`src/rtl/sincronizador_vga.sv`:
```
// VGA timing generator: pixel-rate divider, x/y position counters and registered sync/visible decode.
// Optional frame-end strobe output fin_cuadro is built only when VGA_FIN_CUADRO_EN is defined.
module sincronizador_vga #(
  parameter int DIV    = 2,
  parameter int H_VIS  = 640,
  parameter int H_FP   = 16,
  parameter int H_SYNC = 96,
  parameter int H_BP   = 48,
  parameter int V_VIS  = 480,
  parameter int V_FP   = 10,
  parameter int V_SYNC = 2,
  parameter int V_BP   = 33
) (
  input  logic        clk,
  input  logic        reset,
  output logic        hsync,
  output logic        vsync,
  output logic        video_encendido,
  output logic        pixel_tick,
  output logic [10:0] pixel_x,
  output logic [10:0] pixel_y
`ifdef VGA_FIN_CUADRO_EN
  ,
  output logic        fin_cuadro
`endif
);

  localparam int H_TOTAL = H_VIS + H_FP + H_SYNC + H_BP;
  localparam int V_TOTAL = V_VIS + V_FP + V_SYNC + V_BP;
  localparam int DW      = (DIV > 1) ? $clog2(DIV) : 1;

  localparam logic [DW-1:0] D_LAST   = DW'(DIV - 1);
  localparam logic [10:0]   H_LAST   = 11'(H_TOTAL - 1);
  localparam logic [10:0]   V_LAST   = 11'(V_TOTAL - 1);
  localparam logic [10:0]   H_VIS_L  = 11'(H_VIS);
  localparam logic [10:0]   V_VIS_L  = 11'(V_VIS);
  localparam logic [10:0]   HS_FIRST = 11'(H_VIS + H_FP);
  localparam logic [10:0]   HS_LAST  = 11'(H_VIS + H_FP + H_SYNC - 1);
  localparam logic [10:0]   VS_FIRST = 11'(V_VIS + V_FP);
  localparam logic [10:0]   VS_LAST  = 11'(V_VIS + V_FP + V_SYNC - 1);

  logic [DW-1:0] d_q, d_d;
  logic [10:0]   pixel_x_q, pixel_x_d;
  logic [10:0]   pixel_y_q, pixel_y_d;
  logic          hsync_q, hsync_d;
  logic          vsync_q, vsync_d;
  logic          video_q, video_d;
  logic          tick_q, tick_d;

  // Decode is taken from the next-state position so every output flop
  // describes the same pixel as the position flops in the same clk.
  always_comb begin
    d_d       = (d_q == D_LAST) ? '0 : d_q + DW'(1);
    pixel_x_d = pixel_x_q;
    pixel_y_d = pixel_y_q;
    if (d_q == D_LAST) begin
      if (pixel_x_q == H_LAST) begin
        pixel_x_d = '0;
        pixel_y_d = (pixel_y_q == V_LAST) ? 11'd0 : pixel_y_q + 11'd1;
      end else begin
        pixel_x_d = pixel_x_q + 11'd1;
      end
    end
    hsync_d = !((pixel_x_d >= HS_FIRST) && (pixel_x_d <= HS_LAST));
    vsync_d = !((pixel_y_d >= VS_FIRST) && (pixel_y_d <= VS_LAST));
    video_d = (pixel_x_d < H_VIS_L) && (pixel_y_d < V_VIS_L);
    tick_d  = (d_d == D_LAST);
  end

  always_ff @(posedge clk) begin
    if (reset) begin
      d_q       <= '0;
      pixel_x_q <= '0;
      pixel_y_q <= '0;
      hsync_q   <= 1'b1;
      vsync_q   <= 1'b1;
      video_q   <= 1'b1;
      tick_q    <= 1'b0;
    end else begin
      d_q       <= d_d;
      pixel_x_q <= pixel_x_d;
      pixel_y_q <= pixel_y_d;
      hsync_q   <= hsync_d;
      vsync_q   <= vsync_d;
      video_q   <= video_d;
      tick_q    <= tick_d;
    end
  end

  assign hsync           = hsync_q;
  assign vsync           = vsync_q;
  assign video_encendido = video_q;
  assign pixel_tick      = tick_q;
  assign pixel_x         = pixel_x_q;
  assign pixel_y         = pixel_y_q;

`ifdef VGA_FIN_CUADRO_EN
  logic fin_cuadro_q, fin_cuadro_d;

  // High in the last clk of the last pixel of the frame.
  always_comb begin
    fin_cuadro_d = tick_d && (pixel_x_d == H_LAST) && (pixel_y_d == V_LAST);
  end

  always_ff @(posedge clk) begin
    if (reset) begin
      fin_cuadro_q <= 1'b0;
    end else begin
      fin_cuadro_q <= fin_cuadro_d;
    end
  end

  assign fin_cuadro = fin_cuadro_q;
`endif

endmodule

```
`config.mk`:
```
export PLATFORM = sky130hd
export DESIGN_NAME = sincronizador_vga
export DESIGN_NICKNAME = d
export VERILOG_FILES = /design/src/rtl/sincronizador_vga.sv
export SDC_FILE = /design/constraint.sdc
export NUM_CORES = 1
export LEC_CHECK = 0
export ABC_AREA = 1
export BUFFER_PORTS_ARGS = -buffer_cell sky130_fd_sc_hd__buf_2
export CORE_ASPECT_RATIO = 0.6
export CORE_MARGIN = 2
export CORE_UTILIZATION = 30
export CTS_CLUSTER_SIZE = 28
export DETAILED_ROUTE_END_ITERATION = 10
export GPL_TIMING_DRIVEN = 0
export HOLD_SLACK_MARGIN = 0.08
export RECOVER_POWER = 50
export SYNTH_ARGS = -nofsm -noshare
export SYNTH_HDL_FRONTEND = slang
export SYNTH_SLANG_ARGS = --single-unit
```
`constraint.sdc`:
```
create_clock -name clk -period 3.1 [get_ports clk]
set_input_delay 0.155 -clock clk [delete_from_list [all_inputs] [get_ports clk]]
set_output_delay 0.155 -clock clk [all_outputs]
set_load 0.01 [all_outputs]
```
# [Yosys cells after proc, flatten, opt, wreduce, memory -nomap -nowiden]
# Cells that the tools add are included.
[totals] in_bits=2 reg_bits=26
[op_classes] n_reduce_logical=6 muxes=5 order_cmp=6 addsub=3 eq_ne=2
[ops] operator="$mux W11" count=5
[ops] operator="$add A11 B1 Y11 const B" count=2
[ops] operator="$eq A11 B10 Y1 const B" count=2
[ops] operator="$ge A11 B10 Y1 const B" count=1
[ops] operator="$ge A11 B9 Y1 const B" count=1
[ops] operator="$le A11 B10 Y1 const B" count=1
[ops] operator="$le A11 B9 Y1 const B" count=1
[ops] operator="$lt A11 B10 Y1 const B" count=1
[ops] operator="$lt A11 B9 Y1 const B" count=1
[ops] operator="$logic_and A1 B1 Y1" count=3
[ops] operator="$logic_not A1 Y1" count=2
[ops] operator="$reduce_or A2 Y1" count=1
[ops] operator="$add A1 B1 Y1 const B" count=1

# [Logic depth before layout (Yosys ltp)]
[depth] word_depth=7 ltp_mapped=13 mapped_depth_nobuf=13

# [Worst setup path before layout]
# OpenSTA, ideal clock, no wires.
[synth_timing] path_type="register -> register" start="register pixel_x_q[1] (netlist: pixel_x[1])" end="register vsync_q (netlist: vsync)" arrival_time_ns=1.520 required_time_ns=2.979 path_slack_ns=1.459 setup_ns=0.121 stages_incl_launch_ff=13 period_less_slack_ns=1.641 cell_sequence="dfxtp_1 ha_1 nand2_2 nor2_8 nand2_4 nor2_8 nand3_1 nand2_1 nand2_1 nor2_1 nand2_1 inv_1 nand3_1"
[synth_via] elab_chain_cells=6
[synth_lines] item="from (decl)" line="43" text="logic [10:0] pixel_x_q, pixel_x_d;"
[synth_lines] item="from (signal assigned)" line="81" text="pixel_x_q <= pixel_x_d;"
[synth_lines] item="$eq A11 B10 Y1 (*)" line="57" text="if (pixel_x_q == H_LAST) begin"
[synth_lines] item="$mux W11 (*)" line="57"
[synth_lines] item="$mux W11 (*)" line="56" text="if (d_q == D_LAST) begin"
[synth_lines] item="$ge A11 B9 Y1 or $le A11 B9 Y1 (tied branches)" line="65" text="vsync_d = !((pixel_y_d >= VS_FIRST) && (pixel_y_d <= VS_LAST));"
[synth_lines] item="$logic_and A1 B1 Y1 (*)" line="65"
[synth_lines] item="$logic_not A1 Y1 (*)" line="65"
[synth_lines] item="to (signal assigned)" line="84" text="vsync_q <= vsync_d;"
[synth_lines] item="to (decl)" line="46" text="logic vsync_q, vsync_d;"
# Mark *: on every way between the ends. The rest lies on a longest branch, timed or not.
# A chain may end at the register's enable or synchronous reset.

# [Worst setup path after layout]
[layout_timing] start="register pixel_x_q[0] (netlist: pixel_x[0])" end="register vsync_q (netlist: vsync)"
# The elaborated chain is that of the path after synthesis.

==> results.md <==
- Status: completed
- Crit. path cell count: 12
- Setup TNS: 0 ns
- Site Rows: 20
- Starting DRT DRC Count: 76
- Sequential cell area: 520 um^2
- Syn Inst Count: 246
- Worst slack, placed: 1.24 ns
- Clock Sinks: 26
- Via-to-Cell Ratio: 4.62
- Netlist Area Pre-Place: 0.00156 mm^2
- Clock Pin Slew Worst Setup and Hold Paths: 0.09 ns
- CTS H-tree depth: 1
- Clock latency on the worst-skew pair: 0.27 ns
- Reg2Reg Depth: 12
- Pleak: 0.809 nW
- IO buf count: 27
- Die ar.: 0.00582 mm^2
- Int Pwr: 0.461 mW
- Total number of vias: 1583
- Switching Fraction: 0.231
- DRC violations left: 0
- Post-CTS setup buffers: 0
- Slew Limit Fails: 0
- Area of the core: 0.00503 mm^2
- Grt ovf: 0
- Top delay family on crit path: simple AND/OR/NAND/NOR gates
- Critical path required time: 3.26 ns
- Layout cells sized above 1: 0.0903
- Synth warn: 0
- Syn Area/Cell: 6.35 um^2
- Antenna violations before repair: 0
- Initial Utilization: 0.310
- Root Driver: clkbuf_8
- Gp weighted congestion: 0.825
- Num ports: 28
- Comb pwr share: 0.058
- Reg power frac: 0.571
- CTS tree: yes
- Synth Register Bits: 26
- Final ANT Viol Nets: 0
- Finish-stage setup viols: 0
- Final core utilization: 0.358
- CP Launch Type: flop
- Cells after DPL: 339
- Longest Clk Path Bufs: 2
- Detailed Route WL: 4.01 mm
- Arr. time, crit path: 2.06 ns
- Critical path's slowest cell: dfxtp_1
- Die width: 97.1 um
- Setup CP Type: reg2reg
- Largest net degree at the start of global routing: 15
- RSZ-0062 raised after global routing: no
- Routed wire per std cell: 11.7 um
- Filler instances: 569
- CP max stage delay: 0.43 ns
- Most frequent cells in the layout: nand2_1 (57), nor2_1 (43), inv_1 (38), clkbuf_1 (29), dfxtp_1 (26)
- Clk pwr share: 0.371
- Worst VDD drop: 0.172 mV
- Die height: 59.9 um
- Fmax: 0.526 GHz
- Synth area leaders: dfxtp_1 (33%), nand2_1 (14%), nor2_1 (10%)
- First-pass GRT wire length: 6.84 mm
- Max transition margin: 0.667
- GRT Overall Usage: 0.149
- Minimum clock period: 1.90 ns
- Crit-path cells: ha_1, nand2_2, inv_1, nand2_2, nor2_2, nand4_1, nand2_1, nand2_1, nor2_1, nand2_1, inv_1, nand3_1
- Post-CTS resize count: 0
- Final Hold Viols: 0
- Syn_nets: 251
- DPL Wire Length: 3.26 mm
- Yosys top cell area share: 0.333
- Setup Skew: 0.00130 ns
- Hold_buf cts: 0
- Area occupied by multi-input gates: 862 um^2
- P_sw: 0.139 mW
- Period utilisation layout: 0.613
- Worst slew pin tran: 0.500 ns
- Crit path buf inv count: 2
- CP Capture Type: flop
- Commonest non-fill, non-tap cell in the layout: nand2_1
- Sequential fraction of the synthesis area: 0.333
- Hold Path Stages: 2
- Vias in the first global route: 1398
- Max-Cap Viols: 0
- Post-synth top area cell: dfxtp_1
- Count of cell types in the netlist: 24
- Maximum fanout along the worst path: 5
- PD cells: 333 mW/mm^2
- Synthesis-to-finish area growth: 15.4%
- Diode count: 0
- Final #Nets: 283
- Worst hold-check path type: in2reg
- Critical path's most frequent cell: nand2_1
- Non-filler cells, final: 343
- DRT Pass-1 Iters: 4
- CTS buffer count: 3
- PnR worst setup slack: 1.20 ns
-- power groups by stage --
stage	logic [mW]	clock network [mW]	registers, mW
finish	0.0345	0.223	0.342
global route	0.0395	0.248	0.343
CTS	0.0354	0.234	0.342
detailed placement	0.0353	0	0.350
global placement	0.0348	0	0.350
floorplan	0.0215	0	0.351
-- worst register-to-register path: cells and delay by family (launching register included) --
kind,cells,cell delay (ns)
adder cells (fa/ha/maj),1,0.21
buffers and inverters,2,0.19
AND/OR/NAND/NOR,9,0.98
flip-flops,1,0.43
-- per-stage QoR --
stage | hold slack (ns) | instance area, um^2 | power [mW]
detailed placement | 0.454 | 1780 | 0.385
global route | 0.160 | 1800 | 0.630
finish | 0.162 | 1800 | 0.599
global placement | 0.449 | 1780 | 0.385
floorplan | 0.233 | 1560 | 0.372
CTS | 0.155 | 1830 | 0.611
-- final timing paths --
check                   startpoint                    end  slack, ns
min                          reset  pixel_x[3]$_SDFF_PP0_       0.16
min reg2reg  pixel_x[3]$_SDFF_PP0_  pixel_x[3]$_SDFF_PP0_       0.53
max reg2reg  pixel_x[0]$_SDFF_PP0_       vsync$_SDFF_PP1_       1.20
max          pixel_x[0]$_SDFF_PP0_       vsync$_SDFF_PP1_       1.20
-- cells in the mapped netlist --
master and count:
ha_1 3, dfxtp_1 26, nand2_4 1, nand3_2 4, buf_4 1, nand3b_1 1
o21ai_1 1, nor2_8 2, nor4_1 1, nor2_2 3, nor3_1 6, inv_2 3
nand3_1 21, o21ai_0 2, nand2_2 5, a21oi_1 9, inv_4 1, clkbuf_1 3
nand4_1 11, nand2_1 57, a211oi_1 1, inv_1 38, nor2_1 43, o21bai_1 3
-- layout make-up --
cell class	count	area share
Buffer	4	0.0104
Clock buffer	4	0.0306
Inverter	42	0.0889
Multi-Input combinational cell	174	0.478
Sequential cell	26	0.289
Tap cell	66	0.0458
Timing Repair Buffer	27	0.0569
-- cells by family (layout without fill, tap and decap cells) --
group	Yosys count	in the layout	share of synthesized area
fa+ha+maj	3	3	0.0240
compound gates	16	16	0.0577
buf+inv	46	77	0.115
flops	26	26	0.333
simple gates	155	155	0.470
-- registers in the layout, summed over array words and instances (netlist names) --
name             count
pixel_x             11
pixel_y             11
hsync                1
pixel_tick           1
video_encendido      1
vsync                1
-- routing by layer --
layer  vias up  GRT usage  part of all wire
li1        840          -                 -
met1       702      0.238              0.58
met2        39      0.199              0.35
met3         2     0.0339             0.063
met4         0     0.0241            0.0040
met5         -          0                 0
Note: power is estimated with default switching activity, not from simulation.
